## config.mk

```make
export PLATFORM = sky130hd
export DESIGN_NAME = sort_perm_unsorter
export DESIGN_NICKNAME = d
export VERILOG_FILES = /design/src/rtl/sort_perm_unsorter.sv
export SDC_FILE = /design/constraint.sdc
export NUM_CORES = 1
export LEC_CHECK = 0
export ABC_AREA = 1
export CAP_MARGIN = 5
export CORE_AREA = 10 10 88 90
export DETAILED_ROUTE_END_ITERATION = 8
export DIE_AREA = 0 0 98 100
export GPL_TIMING_DRIVEN = 0
export HOLD_SLACK_MARGIN = 0.03
export SYNTH_ARGS = -nofsm -noshare
export SYNTH_HDL_FRONTEND = slang
export SYNTH_SLANG_ARGS = --single-unit
```

## constraint.sdc

```tcl
create_clock -name clk -period 1.55 [get_ports clk]
set_input_delay 0.2325 -clock clk [delete_from_list [all_inputs] [get_ports clk]]
set_output_delay 0.2325 -clock clk [all_outputs]
set_load 0.05 [all_outputs]
```

## src/rtl/sort_perm_unsorter.sv

```systemverilog
// Inverse of the 4-input sorter: rebuilds the original order (a, b, c, d) from a
// sorted quadruple and a Lehmer-coded permutation index, one pool pick per clock.
module sort_perm_unsorter #(
  parameter int W = 2
) (
  input  logic         clk,
  input  logic         rst,
  input  logic         start,
  input  logic [W-1:0] min,
  input  logic [W-1:0] midl,
  input  logic [W-1:0] midh,
  input  logic [W-1:0] max,
  input  logic [4:0]   perm,
  output logic         busy,
  output logic         done,
  output logic         err,
  output logic [W-1:0] a,
  output logic [W-1:0] b,
  output logic [W-1:0] c,
  output logic [W-1:0] d
);

  typedef enum logic [1:0] {S_IDLE, S_RUN, S_DONE} state_t;

  state_t       state_q;
  logic [W-1:0] pool_q [4];
  logic [W-1:0] pool_d [4];
  logic [1:0]   d0_q, d1_q;
  logic         d2_q;
  logic [1:0]   k_q;
  logic [W-1:0] work_a_q, work_b_q, work_c_q;
  logic [W-1:0] a_q, b_q, c_q, d_q;
  logic         busy_q, done_q, err_q;

  logic         perm_ok;
  logic [1:0]   dig0, dig1;
  logic [4:0]   sub6, rem6;
  logic [1:0]   sel_idx;
  logic [W-1:0] pick;

  // Constant division by 6 and 2 as a compare/subtract ladder.
  always_comb begin
    perm_ok = (perm < 5'd24);
    if (perm >= 5'd18) begin
      dig0 = 2'd3; sub6 = 5'd18;
    end else if (perm >= 5'd12) begin
      dig0 = 2'd2; sub6 = 5'd12;
    end else if (perm >= 5'd6) begin
      dig0 = 2'd1; sub6 = 5'd6;
    end else begin
      dig0 = 2'd0; sub6 = 5'd0;
    end
    rem6 = perm - sub6;
    if (rem6 >= 5'd4)      dig1 = 2'd2;
    else if (rem6 >= 5'd2) dig1 = 2'd1;
    else                   dig1 = 2'd0;
  end

  // Pick the selected pool entry and close the gap it leaves behind.
  always_comb begin
    case (k_q)
      2'd0:    sel_idx = d0_q;
      2'd1:    sel_idx = d1_q;
      2'd2:    sel_idx = {1'b0, d2_q};
      default: sel_idx = 2'd0;
    endcase
    pick = pool_q[sel_idx];
    for (int i = 0; i < 3; i++) begin
      pool_d[i] = (2'(i) < sel_idx) ? pool_q[i] : pool_q[i+1];
    end
    pool_d[3] = pool_q[3];
  end

  always_ff @(posedge clk or negedge rst) begin
    if (!rst) begin
      state_q  <= S_IDLE;
      for (int i = 0; i < 4; i++) pool_q[i] <= '0;
      d0_q     <= '0;
      d1_q     <= '0;
      d2_q     <= 1'b0;
      k_q      <= '0;
      work_a_q <= '0;
      work_b_q <= '0;
      work_c_q <= '0;
      a_q      <= '0;
      b_q      <= '0;
      c_q      <= '0;
      d_q      <= '0;
      busy_q   <= 1'b0;
      done_q   <= 1'b0;
      err_q    <= 1'b0;
    end else begin
      done_q <= 1'b0;
      err_q  <= 1'b0;
      case (state_q)
        S_RUN: begin
          k_q <= k_q + 2'd1;
          case (k_q)
            2'd0: begin work_a_q <= pick; pool_q <= pool_d; end
            2'd1: begin work_b_q <= pick; pool_q <= pool_d; end
            2'd2: begin work_c_q <= pick; pool_q <= pool_d; end
            default: begin
              a_q     <= work_a_q;
              b_q     <= work_b_q;
              c_q     <= work_c_q;
              d_q     <= pool_q[0];
              busy_q  <= 1'b0;
              done_q  <= 1'b1;
              state_q <= S_DONE;
            end
          endcase
        end
        default: begin
          // The DONE cycle also accepts a new request, giving one result per 5 clocks.
          state_q <= S_IDLE;
          if (start) begin
            if (!perm_ok) begin
              err_q <= 1'b1;
            end else begin
              pool_q[0] <= min;
              pool_q[1] <= midl;
              pool_q[2] <= midh;
              pool_q[3] <= max;
              d0_q      <= dig0;
              d1_q      <= dig1;
              d2_q      <= perm[0];
              k_q       <= 2'd0;
              busy_q    <= 1'b1;
              state_q   <= S_RUN;
            end
          end
        end
      endcase
    end
  end

  assign busy = busy_q;
  assign done = done_q;
  assign err  = err_q;
  assign a    = a_q;
  assign b    = b_q;
  assign c    = c_q;
  assign d    = d_q;

endmodule

```

==> results.toml, run 1 <==
[worst_hold_path]
hp-class = "in -> async"

[sta]
tightest_slew_ps = 744
hold_viol_final = 0
drv_slew = 0
finalCriticalPeriod_ps = 1510
slew_headroom_pct = 50.4
max_freq_mhz = 662
grt_setup_unrepaired = "true"
fin_crit_sh_pct = 97.4
clock_skew_ps = 5.58
setup_viol = 0

[synthesis]
syn-num-nets = 241
ys_types = 26
syn_area_mm2 = 0.00177
syn_inst = 217
synth_top_area_cell = "dfrtp_1"
synth_edf_count = 0
synth.area.top_cells = "dfrtp_1 48%, nand2_1 18%, nand3_1 5.9%"
synth-main-ff-cell = "dfrtp_1"
seq_area_frac_synth_pct = 48.1
ys_ff_latch = 34
synth_common_cells = "85 x nand2_1, 34 x dfrtp_1, 21 x nand3_1"
synth_top_area_share_pct = 48.1
synth_most_common_cell = "nand2_1"
ys_warn_count = 0
ys_async_sr_fraction_pct = 100
syn_avg_cell_area_um2 = 8.15

[setup_path]
reg2reg_depth = 10
crit_type = "in -> reg"
crit_buf_inv = 3
cp-end-kind = "flop"
worstReg2RegEnd = "work_c_q[0]$_DFFE_PN0P_"
r2r-start = "k_q[0]$_DFFE_PN0P_"
cpLargestDelayFamily = "adder cells"
path_depth = 10
cp.arrival_ps = 1680
endpoint = "d1_q[1]$_DFFE_PN0P_"
crit_path_max_incr_delay_ps = 340
crit_start = "perm[1]"
start_kind = "input port"
critPathRequiredTime_ps = 1720
path_cells = "buf_6 -> inv_4 -> o21ai_2 -> a21boi_2 -> ha_2 -> inv_2 -> fa_2 -> xor2_2 -> nor3_4 -> a21oi_1"
crit_slowest_cell = "fa_2"
r2r_slack_ps = 70
path_max_fanout = 3

[clocking]
cts_tree = "built"
path_clk_slew_ps = 70
cts_root_buf = "clkbuf_8"
ctsHoldBuffers = 0
cts_max_level = 2
cts_max_path_buffers = 2
worstSkewPairLatency_ps = 290
cts-buffers-inserted = 5
clock-sinks = 34

[die]
die_y_um = 100
initial_core_util_pct = 28.9
io_pins = 27
rows = 29
die-area_mm2 = 0.00980
die_w_um = 98
core_area_mm2 = 0.00613

[global_route]
grt_pass1_wl_um = 6800
grt_pass1_vias = 1468
overflow = 0
grt_max_degree = 35
grt_util_all_layers_pct = 8.28
antenna_found_initial = 0

[power_and_ir_drop]
p_clk_share_pct = 15.5
peakVddDrop_v = 0.000744
pwr-share-comb_pct = 54.1
power_mw = 4.95
switching_share_pct = 46.8
sequentialPowerShare_pct = 30.4
powerDensity_mw_per_mm2 = 2020
intPower_mw = 2.64
leakagePower_nw = 1.21
p_switching_mw = 2.31

[layout]
nNetsFinal = 282
multi_input_area_um2 = 925
fin_cells = 336
top_register = "pool_q"
fillCellCount = 624
ff_latch_area_um2 = 851
antenna_cells = 0
final_area_mm2 = 0.00245
largest_reg_flops = 6
syn_to_final_growth_pct = 38.3
drive_gt1_share_pct = 26.3

[drt]
drt-total-wl_um = 3990
viasPerCell = 4.38
drtPass1Iterations = 4
via_count = 1473
avgRoutedWirePerCell_um = 11.9
drt_iter0_drc = 86
ant_nets = 0
drc = 0

[placement]
placed_area_mm2 = 0.00216
place_congestion = 0.795
placed_cells = 320
dp_hpwl_um = 2920
portBuffers = 26

[run_status]
outcome = "complete, no violations"

[job]
cap_violations = 0
## layer usage
layer	wire length, um	track usage, %	vias to the layer above	part of all wire [%]
met5	0	0	-	0
met4	52	3.02	0	1.3
met3	252	3.37	5	6.3
met2	1910	13.5	30	48
met1	1780	9.61	670	45
li1	-	-	768	-
## cell families (layout without fill, tap and decap cells)
| family | Yosys count | count (layout) | share of synthesized area, % |
|---|---|---|---|
| and+or+nand+nor | 121 | 121 | 30.3 |
| DFF | 34 | 34 | 48.1 |
| buffers and inverters | 29 | 71 | 6.58 |
| AOI/OAI and AO/OA | 24 | 24 | 8.42 |
| adders and majority gates | 8 | 8 | 6.08 |
| xor gates and xnor gates | 1 | 1 | 0.495 |
## worst min path at each step
stage / slack (ps) / end / cells after the start
2_1_floorplan: -60 / a[0]$_DFFE_PN0P_ / 0
3_3_place_gp: 450 / b[1]$_DFFE_PN0P_ / 2
3_5_place_dp: 350 / d[1]$_DFFE_PN0P_ / 1
4_1_cts: 50 / pool_q[2]$_DFFE_PN0P_ / 1
5_1_grt: 80 / a[0]$_DFFE_PN0P_ / 1
6_report: 10 / d[1]$_DFFE_PN0P_ / 1
## layout make-up
type / instances / share of cell area (%)
multi-input cells: 154 / 37.8
flip-flops and latches: 34 / 34.8
repair buffers: 34 / 13.2
inverters: 27 / 5.27
clock buffers: 8 / 4.50
well taps: 77 / 3.94
plain buffers: 2 / 0.511
## power groups by stage
| stage | logic, mW | clock network [mW] | registers, mW |
|---|---|---|---|
| after floorplan | 1.48 | 0 | 1.87 |
| after global placement | 2.46 | 0 | 1.50 |
| after detailed placement | 2.50 | 0 | 1.52 |
| after CTS | 2.46 | 0.783 | 1.50 |
| after global routing | 3.01 | 0.828 | 1.56 |
| final | 2.68 | 0.766 | 1.51 |
## metrics by stage
step | util, % | hold WS (ps) | setup slack [ps] | setup TNS (ps)
after floorplan | - | -63.1 | -119 | -235
after global placement | 35.2 | 454 | -937 | -17790
after detailed placement | 35.2 | 354 | -966 | -1940
after CTS | 36.8 | 47.3 | 0.483 | 0
after global routing | 39.9 | 75.9 | -71.1 | -150
final | 39.9 | 10.0 | 40.4 | 0
## cells in the final DEF, fill, tap and decap left out, types with 3 or more instances in the layout
master and count:
a21oi_1 4, buf_4 9, clkbuf_8 8, clkdlybuf4s50_1 10, clkinv_1 3, dfrtp_1 34, dlygate4sd2_1 11, ha_1 4
inv_1 10, inv_2 8, inv_4 4, nand2_1 76, nand2_2 10, nand3_1 18, nand3_4 3, nor2_1 5
o21ai_0 4, o21ai_1 10, o21ai_4 3
## repair_timing
item                       in CTS  in global routing
buffers inserted                2                  6
pin swaps                       8                 10
setup endpoints to repair      16                 12
hold endpoints to repair        0                  0
gates resized for setup        33                 37
## worst reg2reg max path, delay by kind of cell (launching register included)
kind                     cells  cell delay, ps
adder cells (fa/ha/maj)      1             160
buffers and inverters        1             160
flip-flops                   1             420
AND/OR/NAND/NOR              8             640
No activity file was read; power rests on OpenSTA's default activity.
==> inputs of run 2 (changes only) <==
==> constraint.sdc (replaced) <==
create_clock -name clk -period 1.8 [get_ports clk]
set_input_delay 0.27 -clock clk [delete_from_list [all_inputs] [get_ports clk]]
set_output_delay 0.27 -clock clk [all_outputs]
set_load 0.05 [all_outputs]
==> run 2 against run 1 <==
Net effect:
- cell area down 7.2%
- highest routed layer unchanged
- critical path type is now reg -> out
- critical path depth fell by 9
- power fell by 18%
- utilization is 2.9 points lower
- largest cell class is now sequential cells
- hold slack improved by 34 ps
- sequential share of layout area is 2.7 points higher
- register-to-register slack improved by 170 ps
- clock power decreased by 12%
- clock skew is 2.2 ps lower
- largest power group unchanged
==> results.toml, run 2 (same netlist as run 1, synthesis figures left out) <==
[sta]
drv_slew = 0
grt_setup_unrepaired = "false"
slew_headroom_pct = 51.1
final.setup.tns_ps = 0
setup_viol = 0
tightest_slew_ps = 733
finalCriticalPeriod_ps = 1710
max_freq_mhz = 585
hold_viol_final = 0
clock_skew_ps = 3.40
setup_slack_ps = 89.7
fin_crit_sh_pct = 95.0

[clocking]
cts_max_level = 2
cts_root_buf = "clkbuf_8"
cts_tree = "built"
path_clk_slew_ps = 70
cts-buffers-inserted = 5
worstSkewPairLatency_ps = 280
cts_max_path_buffers = 2
clock-sinks = 34

[drt]
ant_nets = 0
drtPass1Iterations = 4
via_count = 1424
avgRoutedWirePerCell_um = 11.1
drt-total-wl_um = 3680
drc = 0
viasPerCell = 4.29
drt_iter0_drc = 60

[die]
initial_core_util_pct = 28.9
die-area_mm2 = 0.00980
io_pins = 27
rows = 29
core_area_mm2 = 0.00613
die_y_um = 100
die_w_um = 98

[power_and_ir_drop]
leakagePower_nw = 1.13
power_mw = 4.08
peakVddDrop_v = 0.000811
powerDensity_mw_per_mm2 = 1800

[setup_path]
critPathRequiredTime_ps = 1530
path_cells = "clkdlybuf4s50_1"
r2r-start = "k_q[0]$_DFFE_PN0P_"
crit_type = "reg -> out"
cp-end-kind = "output pin"
start_kind = "flop"
cpLargestDelayFamily = "buffers and inverters"
path_max_fanout = 2
r2r_slack_ps = 240
crit_buf_inv = 1
crit_slowest_cell = "clkdlybuf4s50_1"
reg2reg_depth = 10
worstReg2RegEnd = "work_c_q[0]$_DFFE_PN0P_"
crit_path_max_incr_delay_ps = 800
cp.arrival_ps = 1440

[placement]
dp_hpwl_um = 2820
place_ws_ps = -726
portBuffers = 26
place_congestion = 0.737
placed_cells = 320

[layout]
fin_cells = 332
syn_to_final_growth_pct = 28.4
nNetsFinal = 278
drive_gt1_share_pct = 18.0
antenna_cells = 0
top_register = "pool_q"
final_common_cell = "nand2_1"
largest_reg_flops = 6
final_cell_mix = "84 x nand2_1, 34 x dfrtp_1, 21 x clkdlybuf4s50_1, 20 x nand3_1, 15 x inv_1"
utilization_pct = 37.0

[global_route]
antenna_found_initial = 0
grt_pass1_wl_um = 6540
grt_max_degree = 35
overflow = 0
grt_pass1_vias = 1488
grt_util_all_layers_pct = 7.87

[worst_hold_path]
hp-class = "in -> async"

[job]
cap_violations = 0

[run_status]
outcome = "complete, no violations"
run 2: changes by cell type in the layout (fill, tap and decap cells not counted), sizes merged:
cell / before / now
clkdlybuf4s50: 10 / 21
buf: 15 / 8
clkinv: 3 / 5
bufinv: 0 / 1
dlygate4sd2: 11 / 0
run 2: where the power goes:
| group | internal [mW] | leakage, nW | total (mW) | switching, mW |
|---|---|---|---|---|
| clock network | 0.407 | 0.0579 | 0.676 | 0.269 |
| logic | 0.722 | 0.651 | 2.12 | 1.40 |
| registers | 1.11 | 0.423 | 1.29 | 0.180 |
| total | 2.24 | 1.13 | 4.08 | 1.85 |
run 2: area by class of cell:
cell class                      instances  area (um^2)
Tap cell                               77         96.3
Clock buffer                            5         68.8
Sequential cell                        34          851
Multi-Input combinational cell        154          833
Inverter                               27          104
Buffer                                  2         12.5
Timing Repair Buffer                   30          265
Clock inverter                          3         40.0
Fill cell                             638         3860
run 2: worst max-delay path by stage:
stage | start | endpoint | slack (ps) | cells past startpoint
6_report | a[1]$_DFFE_PN0P_ | a[1] | 90 | 1
5_1_grt | perm[3] | d1_q[0]$_DFFE_PN0P_ | 8 | 12
4_1_cts | perm[3] | d1_q[0]$_DFFE_PN0P_ | 10 | 10
3_5_place_dp | perm[2] | d1_q[0]$_DFFE_PN0P_ | -730 | 11
3_3_place_gp | perm[2] | d1_q[0]$_DFFE_PN0P_ | -700 | 11
2_1_floorplan | perm[1] | d1_q[0]$_DFFE_PN0P_ | 10 | 10
run 2: layer usage:
metal | up-vias | track usage [%] | share of wire [%]
met4 | 0 | 2.35 | 1.1
met3 | 5 | 3.64 | 7.2
met1 | 631 | 9.22 | 47
li1 | 762 | - | -
met5 | - | 0 | 0
met2 | 26 | 12.6 | 45
run 2: what timing repair did:
item | 4_1_cts | 5_1_grt
gates resized for setup | 18 | 7
gates cloned | 0 | 0
hold buffers | 0 | 0
endpoints found under the setup margin | 2 | 2
buffers inserted | 1 | 3
pin swaps | 6 | 7
run 2: metrics by stage:
stage / cell area, um^2 / hold WS [ps]
floorplan: 1770 / -25.6
global placement: 2130 / 453
detailed placement: 2120 / 377
CTS: 2260 / 71.7
global route: 2270 / 104
finish: 2270 / 44.1
